### src/rtl/layer2_mac_pkg.sv
`default_nettype none
// ============================================================================
//  Module      : layer2_mac_pkg
//  Description : Shared widths, FSM encoding and saturation limits for the
//                layer-2 multiply-accumulate scheduler.
//  Revision    : 1.0 - initial release
// ============================================================================
package layer2_mac_pkg;

    // Operand, product and result widths
    localparam int c_op_w   = 16;
    localparam int c_prod_w = 32;
    localparam int c_res_w  = 32;

    // Scheduler state encoding
    typedef logic [1:0] mac_state_t;
    localparam mac_state_t c_st_idle  = 2'd0;
    localparam mac_state_t c_st_run   = 2'd1;
    localparam mac_state_t c_st_drain = 2'd2;
    localparam mac_state_t c_st_out   = 2'd3;

    // Result saturation limits: [-2^31, 2^31-1]
    localparam logic [c_res_w-1:0] c_sat_max = 32'h7FFF_FFFF;
    localparam logic [c_res_w-1:0] c_sat_min = 32'h8000_0000;

endpackage
`default_nettype wire

### src/rtl/layer2_mac_mul.sv
`default_nettype none
// ============================================================================
//  Module      : layer2_mac_mul
//  Description : Combinational signed 16x16 -> 32 multiplier.
//  Revision    : 1.0 - initial release
// ============================================================================
module layer2_mac_mul
    import layer2_mac_pkg::*;
(
    input  logic signed [c_op_w-1:0]   i_a,
    input  logic signed [c_op_w-1:0]   i_b,
    output logic signed [c_prod_w-1:0] o_p
);

    // Both operands signed, so the 32-bit context sign-extends before multiply
    assign o_p = i_a * i_b;

endmodule
`default_nettype wire

### src/rtl/layer2_mac_sched.sv
`default_nettype none
// ============================================================================
//  Module      : layer2_mac_sched
//  Description : Dot-product job scheduler. Streams N operand pairs out of two
//                1-cycle-latency buffers, multiplies, accumulates at full
//                precision and returns a saturated 32-bit result through a
//                valid/ready handshake.
//  Revision    : 1.0 - initial release
// ============================================================================
module layer2_mac_sched
    import layer2_mac_pkg::*;
#(
    parameter int ADDR_WIDTH = 8,
    parameter int ACC_WIDTH  = 40
)(
    input  logic                    ap_clk,
    input  logic                    ap_rst,
    input  logic                    ap_start,
    output logic                    ap_idle,
    input  logic [ADDR_WIDTH:0]     len,
    input  logic [31:0]             bias,
    output logic [ADDR_WIDTH-1:0]   a_addr,
    output logic [ADDR_WIDTH-1:0]   b_addr,
    output logic                    a_ce,
    output logic                    b_ce,
    input  logic [c_op_w-1:0]       a_q,
    input  logic [c_op_w-1:0]       b_q,
    output logic [c_res_w-1:0]      result,
    output logic                    out_valid,
    input  logic                    out_ready
);

    localparam int c_ext_w = ACC_WIDTH - c_res_w;

    // Saturation limits widened to accumulator width
    localparam logic signed [ACC_WIDTH-1:0] c_acc_max = {{c_ext_w{1'b0}}, c_sat_max};
    localparam logic signed [ACC_WIDTH-1:0] c_acc_min = {{c_ext_w{1'b1}}, c_sat_min};

    localparam logic [ADDR_WIDTH:0] c_cnt_one = {{ADDR_WIDTH{1'b0}}, 1'b1};

    mac_state_t                     r_state;
    logic [ADDR_WIDTH:0]            r_len;
    logic [ADDR_WIDTH:0]            r_cnt;
    logic signed [ACC_WIDTH-1:0]    r_acc;
    logic signed [c_prod_w-1:0]     r_prod;
    logic                           r_v_data;
    logic                           r_v_prod;

    logic                           w_run;
    logic                           w_accept;
    logic                           w_last_issue;
    logic signed [c_prod_w-1:0]     w_prod;
    logic [c_res_w-1:0]             w_sat;

    assign w_run        = (r_state == c_st_run);
    assign w_accept     = (r_state == c_st_idle) && ap_start;
    // Counter is one bit wider than the address so N = 2^ADDR_WIDTH never wraps
    assign w_last_issue = ((r_cnt + c_cnt_one) == r_len);

    layer2_mac_mul u_mul (
        .i_a (a_q),
        .i_b (b_q),
        .o_p (w_prod)
    );

    // Job-control FSM: IDLE -> RUN -> DRAIN -> OUT, or IDLE -> OUT for N=0
    always_ff @(posedge ap_clk) begin
        if (ap_rst) begin
            r_state <= c_st_idle;
            r_len   <= '0;
            r_cnt   <= '0;
        end else begin
            case (r_state)
                c_st_idle: begin
                    if (ap_start) begin
                        r_len   <= len;
                        r_cnt   <= '0;
                        r_state <= (len == '0) ? c_st_out : c_st_run;
                    end
                end
                c_st_run: begin
                    r_cnt <= r_cnt + c_cnt_one;
                    if (w_last_issue) begin
                        r_state <= c_st_drain;
                    end
                end
                c_st_drain: begin
                    // Last product is being added on this edge and nothing else is in flight
                    if (r_v_prod && !r_v_data) begin
                        r_state <= c_st_out;
                    end
                end
                c_st_out: begin
                    if (out_ready) begin
                        r_state <= c_st_idle;
                    end
                end
                default: r_state <= c_st_idle;
            endcase
        end
    end

    // Datapath pipeline: buffer data valid -> product register -> accumulator
    always_ff @(posedge ap_clk) begin
        if (ap_rst) begin
            r_v_data <= 1'b0;
            r_v_prod <= 1'b0;
            r_prod   <= '0;
        end else begin
            r_v_data <= w_run;
            r_v_prod <= r_v_data;
            if (r_v_data) begin
                r_prod <= w_prod;
            end
        end
    end

    // Accumulator: seeded with the bias on job accept, full precision thereafter
    always_ff @(posedge ap_clk) begin
        if (ap_rst) begin
            r_acc <= '0;
        end else if (w_accept) begin
            r_acc <= {{c_ext_w{bias[31]}}, bias};
        end else if (r_v_prod) begin
            r_acc <= r_acc + {{c_ext_w{r_prod[c_prod_w-1]}}, r_prod};
        end
    end

    // Clamp the accumulator into the signed 32-bit result range
    always_comb begin
        w_sat = r_acc[c_res_w-1:0];
        if (r_acc > c_acc_max) begin
            w_sat = c_sat_max;
        end else if (r_acc < c_acc_min) begin
            w_sat = c_sat_min;
        end
    end

    assign ap_idle   = (r_state == c_st_idle);
    assign out_valid = (r_state == c_st_out);
    assign result    = out_valid ? w_sat : '0;
    assign a_ce      = w_run;
    assign b_ce      = w_run;
    assign a_addr    = w_run ? r_cnt[ADDR_WIDTH-1:0] : '0;
    assign b_addr    = w_run ? r_cnt[ADDR_WIDTH-1:0] : '0;

endmodule
`default_nettype wire

### config.mk
export PLATFORM = sky130hd
export DESIGN_NAME = layer2_mac_sched
export DESIGN_NICKNAME = d
export VERILOG_FILES = /design/src/rtl/layer2_mac_pkg.sv /design/src/rtl/layer2_mac_mul.sv /design/src/rtl/layer2_mac_sched.sv
export SDC_FILE = /design/constraint.sdc
export NUM_CORES = 1
export LEC_CHECK = 0
export CAP_MARGIN = 20
export CORE_UTILIZATION = 55
export CTS_CLUSTER_DIAMETER = 30
export CTS_CLUSTER_SIZE = 14
export DETAILED_ROUTE_END_ITERATION = 7
export PLACE_DENSITY = 0.76
export REMOVE_ABC_BUFFERS = 1
export SYNTH_ARGS = -nofsm -noshare
export SYNTH_HDL_FRONTEND = slang
export SYNTH_HIERARCHICAL = 1
export SYNTH_SLANG_ARGS = --single-unit
### constraint.sdc
create_clock -name ap_clk -period 11.5 [get_ports ap_clk]
set_input_delay 3.45 -clock ap_clk [delete_from_list [all_inputs] [get_ports ap_clk]]
set_output_delay 3.45 -clock ap_clk [all_outputs]
set_load 0.05 [all_outputs]
== Yosys cells after proc, flatten, opt, wreduce, memory -nomap -nowiden ==
Index checks and enable logic that the tools add are counted.
Word-level totals
  register bits after elaboration: 94
  bits of input ports: 77
  output and inout port bits: 52
  word-level logic and storage cells: 44
Operators by class
  add/sub/neg operators: 2
  $mul: 1
  $lt $le $gt $ge: 2
  equal/unequal tests: 8
  mux-type cells: 14
  reductions and logical operators: 10
Operator list (number)
  two-way mux 32 bit: 3
  two-way mux 40 bit: 2
  adder 40 bit: 1
  greater-than comparator 40 x 32 -> 1 bit (second input constant): 1
  < comparator 40 x 32 -> 1 bit (second input constant): 1
  multiplier 16 x 16 -> 32 bit: 1
  case mux 9 bit (2 select lines): 1
  two-way mux 2 bit: 5
  adder 9 x 1 -> 9 bit (second input constant): 1
  == test 9 bit: 1
  zero test 9 bit: 1
  two-way mux 9 bit: 1
  two-way mux 8 bit: 1
  case mux 2 bit (4 select lines): 1
  == test 2 bit (second input constant): 2
  inequality test 2 x 1 -> 1 bit (second input constant): 2
  inequality test 2 bit (second input constant): 2
  AND reduction 2 bit: 2
  AND reduction 4 bit: 1
  nonzero test 2 bit: 2
  == test 2 x 1 -> 1 bit (second input constant): 1
  logical AND 1 bit: 2
  zero test 2 bit: 1
  zero test 1 bit: 1

== Longest topological paths before layout ==
Gate-level depths: netlist of run 1.
  depth in word-level cells: 4
  depth in mapped cells: 25
  gate-level depth less buffers: 23

== Hierarchy ==
Netlist of run 1, hierarchy kept.
Modules (own cells, without submodules)
  layer2_mac_mul: instances 1, cells each 1156, area an instance 10191.0 µm², seq. area each 0.0 µm²
  layer2_mac_sched: instances 1, cells each 838, area an instance 6596.3 µm², seq. area each 1881.8 µm²

== Worst setup path after synthesis of run 1 ==
No wires, ideal clock.
  kind: input port to flip-flop
  start point: in a_q[15]
  end point: reg r_prod[30]
  library setup time: 0.128 ns
  arrival: 9.000 ns
  required time: 11.372 ns
  path slack: 2.372 ns
  cell stages on the path: 20
  path buffers: 1
  path through: clkbuf_1 -> nand2_1 -> fa_1 -> inv_1 -> fa_1 -> fa_1 -> fa_1 -> fa_1 -> inv_1 -> fa_1 -> inv_1 -> ha_1 -> o21ai_0 -> o21ai_1 -> a221oi_2 -> nand2_1 -> o211a_1 -> a211o_1 -> mux2i_1 -> nor2_1
Between the ends
  cells in the longest elaborated chain, start to end: 1
Ends and longest elaborated chain
  start: declaration: RTL line layer2_mac_sched.sv:26  | input logic [c_op_w-1:0] a_q,
  multiplier 16 x 16 -> 32 bit: RTL line layer2_mac_mul.sv:16  | assign o_p = i_a * i_b;
  net w_prod[30]: RTL line layer2_mac_sched.sv:52  | logic signed [c_prod_w-1:0] w_prod;
  end signal: assignment: RTL line layer2_mac_sched.sv:113  | r_prod <= w_prod;
  end: declaration: RTL line layer2_mac_sched.sv:45  | logic signed [c_prod_w-1:0] r_prod;
The timed path passes the listed nets, and every way through them passes these cells.
A chain may end at the register's enable or synchronous reset.

== Worst setup path in the final report of run 1 ==
Ends and elaborated chain as after synthesis.

==> results of run 1 <==
cell families (layout without fill, tap and decap cells):
kind of cell / count (synthesis) / after routing
flip-flops: 94 / 94
buffers and inverters: 435 / 493
multiplexers: 56 / 56
XOR/XNOR: 76 / 76
AND/OR/NAND/NOR: 624 / 624
AO/OA/AOI/OAI: 320 / 320
adder cells (fa/ha/maj): 389 / 389
worst min path at each step:
stage	start	endpoint	slack, ps	depth (start not counted)
3_3_place_gp	r_len[3]	r_len[3]	460	2
5_1_grt	r_len[7]	r_len[7]	490	2
3_5_place_dp	r_len[3]	r_len[3]	460	2
4_1_cts	r_len[3]	r_len[3]	470	2
2_1_floorplan	r_len[0]	r_len[0]	440	2
6_report	r_len[3]	r_len[3]	470	2
synthesized netlist by cell type, types with 14 or more instances:
| cell type | n | share of area |
|---|---|---|
| nor3_1 | 28 | 0.0083 |
| a21oi_1 | 120 | 0.036 |
| and2_1 | 138 | 0.051 |
| nand3_1 | 14 | 0.0042 |
| nor2_1 | 136 | 0.030 |
| xnor2_1 | 53 | 0.028 |
| nand2_1 | 203 | 0.045 |
| fa_1 | 263 | 0.31 |
| mux2i_1 | 56 | 0.033 |
| inv_1 | 339 | 0.076 |
| xor2_1 | 23 | 0.012 |
| o21ai_0 | 44 | 0.013 |
| dfxtp_1 | 94 | 0.11 |
| ha_1 | 126 | 0.094 |
| nand2b_1 | 14 | 0.0052 |
| a211oi_1 | 43 | 0.019 |
| nor2b_1 | 40 | 0.015 |
| a21o_1 | 20 | 0.0089 |
| clkbuf_1 | 71 | 0.016 |
stage by stage:
stage / worst slack (ps) / util / hold WS (ps)
2_1_floorplan: 2690 / - / 442
3_3_place_gp: 1370 / 0.611 / 459
3_5_place_dp: 1170 / 0.611 / 462
4_1_cts: 1540 / 0.623 / 471
5_1_grt: 1130 / 0.624 / 490
6_report: 1570 / 0.624 / 471
per-layer routing:
layer,track usage,vias to the layer above
met5,0,-
met4,0.0726,0
met3,0.0284,68
met2,0.456,350
met1,0.345,6751
li1,-,6463
registers in the layout (all words and copies together), names as in the netlist:
signal	flops
r_acc	40
r_cnt	9
r_len	9
r_prod	32
r_state	2
r_v_data	1
r_v_prod	1
critical path: stages:
cell,delay [ps]
clkdlybuf4s50_1,900
nand2_1,250
fa_1,630
inv_1,80
fa_1,860
fa_1,490
fa_1,470
fa_1,550
inv_1,50
fa_1,530
inv_1,40
ha_1,360
o21ai_0,270
o21ai_1,120
a221oi_2,280
nand2_1,100
o211a_1,230
a211o_1,270
mux2i_1,140
nor2_1,60
cell type report:
cell class | count | area, sq um
clock buffers | 10 | 239
inverters | 340 | 1280
well taps | 390 | 488
repair buffers | 137 | 1350
multi-input cells | 1465 | 13200
fillers | 2631 | 11200
clock inverters | 6 | 115
flip-flops and latches | 94 | 1880
==> out/results.ini, run 1 <==
[setup_path]
arrival_ps=10130
reg2regPathDepth=12
crit_start=a_q[15]
endpoint_kind=register
path_class=in -> reg
r2r_slack_ps=8210
cp_max_fo=16
cp-endpoint=r_prod[30]
startpoint_type=input pin
r2r_start=r_acc[0]
r2r-end=r_acc[34]
cp_data_required_time_ps=11700

[synthesis]
synth_compound_area_frac=0.126
synthFlopType=dfxtp_1
syn_avg_cell_area_sq_um=8.42
synth_cell_types=78
synthAdderAreaFrac=0.408
ys_seq_elements=94
synth_edf_count=0
synthMuxAreaShare=0.0334
synth_top_family_by_area=adder cells
synth-simple-area-share=0.181
syn-cell-area_sq_mm=0.0168
synthXorXnorAreaFrac=0.0397
syn_inst=1994
ys_warn_count=6
async_reset_ff_frac=0
synth-seq-area-share=0.112

[clocking]
h-tree-depth=3
postCtsSetupBuffers=0
clkTransAtPathRegs_ps=70
insertion_delay_ps=350
cts_sinks=94
hold_buffers=0
cts_buffers=9
cts_tree=done
cts_buffer_depth=2
ctsResizeCount=0
root_buffer=clkbuf_16

[floorplan]
die_y_um=177
initial_core_util=0.563
boundaryPins=129
fp.dieW_um=177
dieArea_sq_mm=0.0312
rows=63
core_area_sq_mm=0.0298

[place]
dp_cells=2425
place.gp.congestion=0.886
placed_area_sq_mm=0.0182
io_buffers=128
dp_hpwl_um=31500

[drt]
wl_met1_um=16900
wl_met3_um=1530
vias_per_cell=5.58
wl_per_cell_um=16.2
drt_wl_total_um=39500
vias=13600
wl_met2_um=20200
drc=0
drtAntennaViolNets=0
top_layer=met4
drtIter0Drc=796
drt_first_pass_iters=5

[cells_and_area]
final_nets=2513
fin_area_sq_mm=0.0186
synthToLayoutAreaGrowth_pct=10.7
mostFrequentLayoutCells=inv_1 (339), fa_1 (263), nand2_1 (202), and2_1 (138), nor2_1 (136)
final_common_cell=inv_1
drive_above_1_share=0.0268
n_antenna_cell=0
fin_cells=2442

[sta]
hold_viol=0
tightest_slew_ps=1040
setup_viol=0
slew_violations=0
period_minus_slack_ps=9930
finClkSkew_ps=10.5
fmaxAchievable_mhz=101
slew_headroom=0.309
grt_setup_unrepaired=no
min_period_over_period=0.863
fin_tns_setup_ps=0

[run_status]
status=finished clean

[job]
cap_violations=0

[global_routing]
grt_use_total=0.262
grt_max_degree=87
grt_overflow=0
antenna_found_initial=0
first_global_vias=13700
grt_pass1_wl_um=66200

[worst_hold_path]
hold_path_class=reg -> reg

Power of run 1 is left out: the tool's default activity adds up to more than one toggle a clock period on the data nets, which glitch-free logic cannot reach.
==> run 2: changes to the inputs <==
Settings changed: ABC_CLOCK_PERIOD_IN_PS from default to 11500.
==> results of run 2 <==
No change in the layout: final DEF, timing and power equal those of run 1.
Power of run 2 is left out for the same reason.
==> run 3: changes to the inputs <==
Settings changed: GPL_ROUTABILITY_DRIVEN from default to 0.
==> run 3 against run 2 <==
  * Worst hold slack got worse by 1.4 ps
  * Die area did not move
  * Wire length rose by 0.15%
  * Clock skew fell by 2.0 ps
  * First-iteration DRC count rose by 2.0%
  * Sequential share of layout area barely moved
  * Critical path depth did not move
  * Register-to-register slack got worse by 20 ps
  * Core utilization fell by 0.11 points
  * Clock-buffer cell count fell by 1
  * Critical path type unchanged
  * Largest cell class unchanged
==> out/results.ini, run 3 (synthesis gave the netlist of run 1 again) <==
[sta]
setup_viol=0  ; unchanged
min_period_over_period=0.857  ; -0.00667
grt_setup_unrepaired=no
tightest_slew_ps=1020  ; -16.7 ps
slew_violations=0  ; unchanged
slew_headroom=0.320  ; +0.0111
hold_viol=0  ; unchanged
finClkSkew_ps=8.44  ; -2.02 ps
period_minus_slack_ps=9850  ; -76.7 ps
fmaxAchievable_mhz=101  ; +0.78%
fin_tns_setup_ps=0  ; unchanged
hold_slack_ps=469  ; -1.40 ps

[cells_and_area]
largest_registers=r_acc x40, r_prod x32
final_nets=2513  ; unchanged
synthToLayoutAreaGrowth_pct=10.5
fin_area_sq_mm=0.0186  ; -0.17%
final_core_util=0.623  ; -0.00109
n_antenna_cell=0  ; unchanged
largest_reg_flops=40  ; unchanged
regMostFlops=r_acc
mostFrequentLayoutCells=inv_1 (339), fa_1 (263), nand2_1 (202), and2_1 (138), nor2_1 (136)
drive_above_1_share=0.0268  ; unchanged
final_common_cell=inv_1

[setup_path]
cp_cell_sequence=clkdlybuf4s50_1, nand2_1, fa_1, inv_1, fa_1, fa_1, fa_1, fa_1, inv_1, fa_1, inv_1, ha_1, o21ai_0, o21ai_1, a221oi_2, nand2_1, o211a_1, a211o_1, mux2i_1, nor2_1
r2r_slack_ps=8190  ; -20 ps
max_stage_delay_ps=860  ; -40 ps
crit_slowest_cell=fa_1
arrival_ps=10060  ; -70 ps
r2r_start=r_acc[0]
cp.depth=20  ; unchanged
crit_start=a_q[15]
crit_path_frequent_cell=fa_1
reg2regPathDepth=12  ; unchanged
endpoint_kind=register
critical_path.top_delay_family=adder cells
path_class=in -> reg
cp_data_required_time_ps=11700  ; about the same
cp-endpoint=r_prod[30]
startpoint_type=input pin
cp_max_fo=16  ; unchanged
r2r-end=r_acc[34]
crit_buf_inv=4  ; unchanged

[clocking]
insertion_delay_ps=350  ; about the same
ctsResizeCount=0  ; unchanged
cts_sinks=94  ; unchanged
cts_buffers=9  ; unchanged
postCtsSetupBuffers=0  ; unchanged
root_buffer=clkbuf_16
hold_buffers=0  ; unchanged
cts_tree=done
h-tree-depth=3  ; unchanged
clkTransAtPathRegs_ps=70  ; about the same
cts_buffer_depth=2  ; unchanged

[drt]
vias_per_cell=5.62  ; +0.71%
vias=13700  ; +0.71%
drt_wl_total_um=39600  ; +0.15%
drtIter0Drc=812  ; +2.0%
drc=0  ; unchanged
wl_per_cell_um=16.2  ; +0.15%
drt_first_pass_iters=5  ; unchanged
drtAntennaViolNets=0  ; unchanged

[floorplan]
die_y_um=177  ; unchanged
initial_core_util=0.563  ; unchanged
dieArea_sq_mm=0.0312  ; unchanged
boundaryPins=129  ; unchanged
fp.dieW_um=177  ; unchanged
core_area_sq_mm=0.0298  ; unchanged
rows=63  ; unchanged

[run_status]
status=finished clean

[worst_hold_path]
holdPathStages=2  ; unchanged
hold_path_class=reg -> reg

[global_routing]
antenna_found_initial=0  ; unchanged
grt_max_degree=87  ; unchanged
grt_use_total=0.264  ; +0.00198
first_global_vias=14100  ; +2.6%
grt_pass1_wl_um=67000  ; +1.2%
grt_overflow=0  ; unchanged

[place]
placed_area_sq_mm=0.0182  ; unchanged
io_buffers=128  ; unchanged
dp_hpwl_um=31600  ; +0.23%

[job]
cap_violations=0  ; unchanged

==> run 3: layout make-up <==
type	instances	area, sq um
Clock buffer	9	225
Clock inverter	7	96.3
Fill cell	2583	11200
Inverter	340	1280
Multi-Input combinational cell	1465	13200
Sequential cell	94	1880
Tap cell	390	488
Timing Repair Buffer	137	1350
==> run 3: per-layer routing <==
layer	global-route usage	share of wire	vias to the layer above	wire, um
li1	-	-	6453	-
met1	0.346	0.42	6840	16800
met5	0	0	-	0
met2	0.462	0.51	363	20200
met4	0.0733	0.026	0	1030
met3	0.0271	0.039	73	1550
==> run 3: worst min-delay path: stages, from the launching register on <==
cell     delay, ps
dfxtp_1        320
nand2_1         50
a21oi_1         50
==> run 3: how the worst min path moves through the flow <==
stage,slack (ps),startpoint,to
floorplan,440,r_len[0],r_len[0]
detailed placement,460,r_len[3],r_len[3]
global route,480,r_len[3],r_len[3]
CTS,470,r_len[3],r_len[3]
global placement,460,r_len[3],r_len[3]
finish,470,r_len[3],r_len[3]
==> run 3: through the flow <==
stage / setup slack (ps) / cells
3_3_place_gp: 1380 / 2425
4_1_cts: 1600 / 2441
6_report: 1650 / 2442
5_1_grt: 1110 / 2442
3_5_place_dp: 1270 / 2425
2_1_floorplan: 2690 / 1899
Power of run 3 is left out for the same reason.
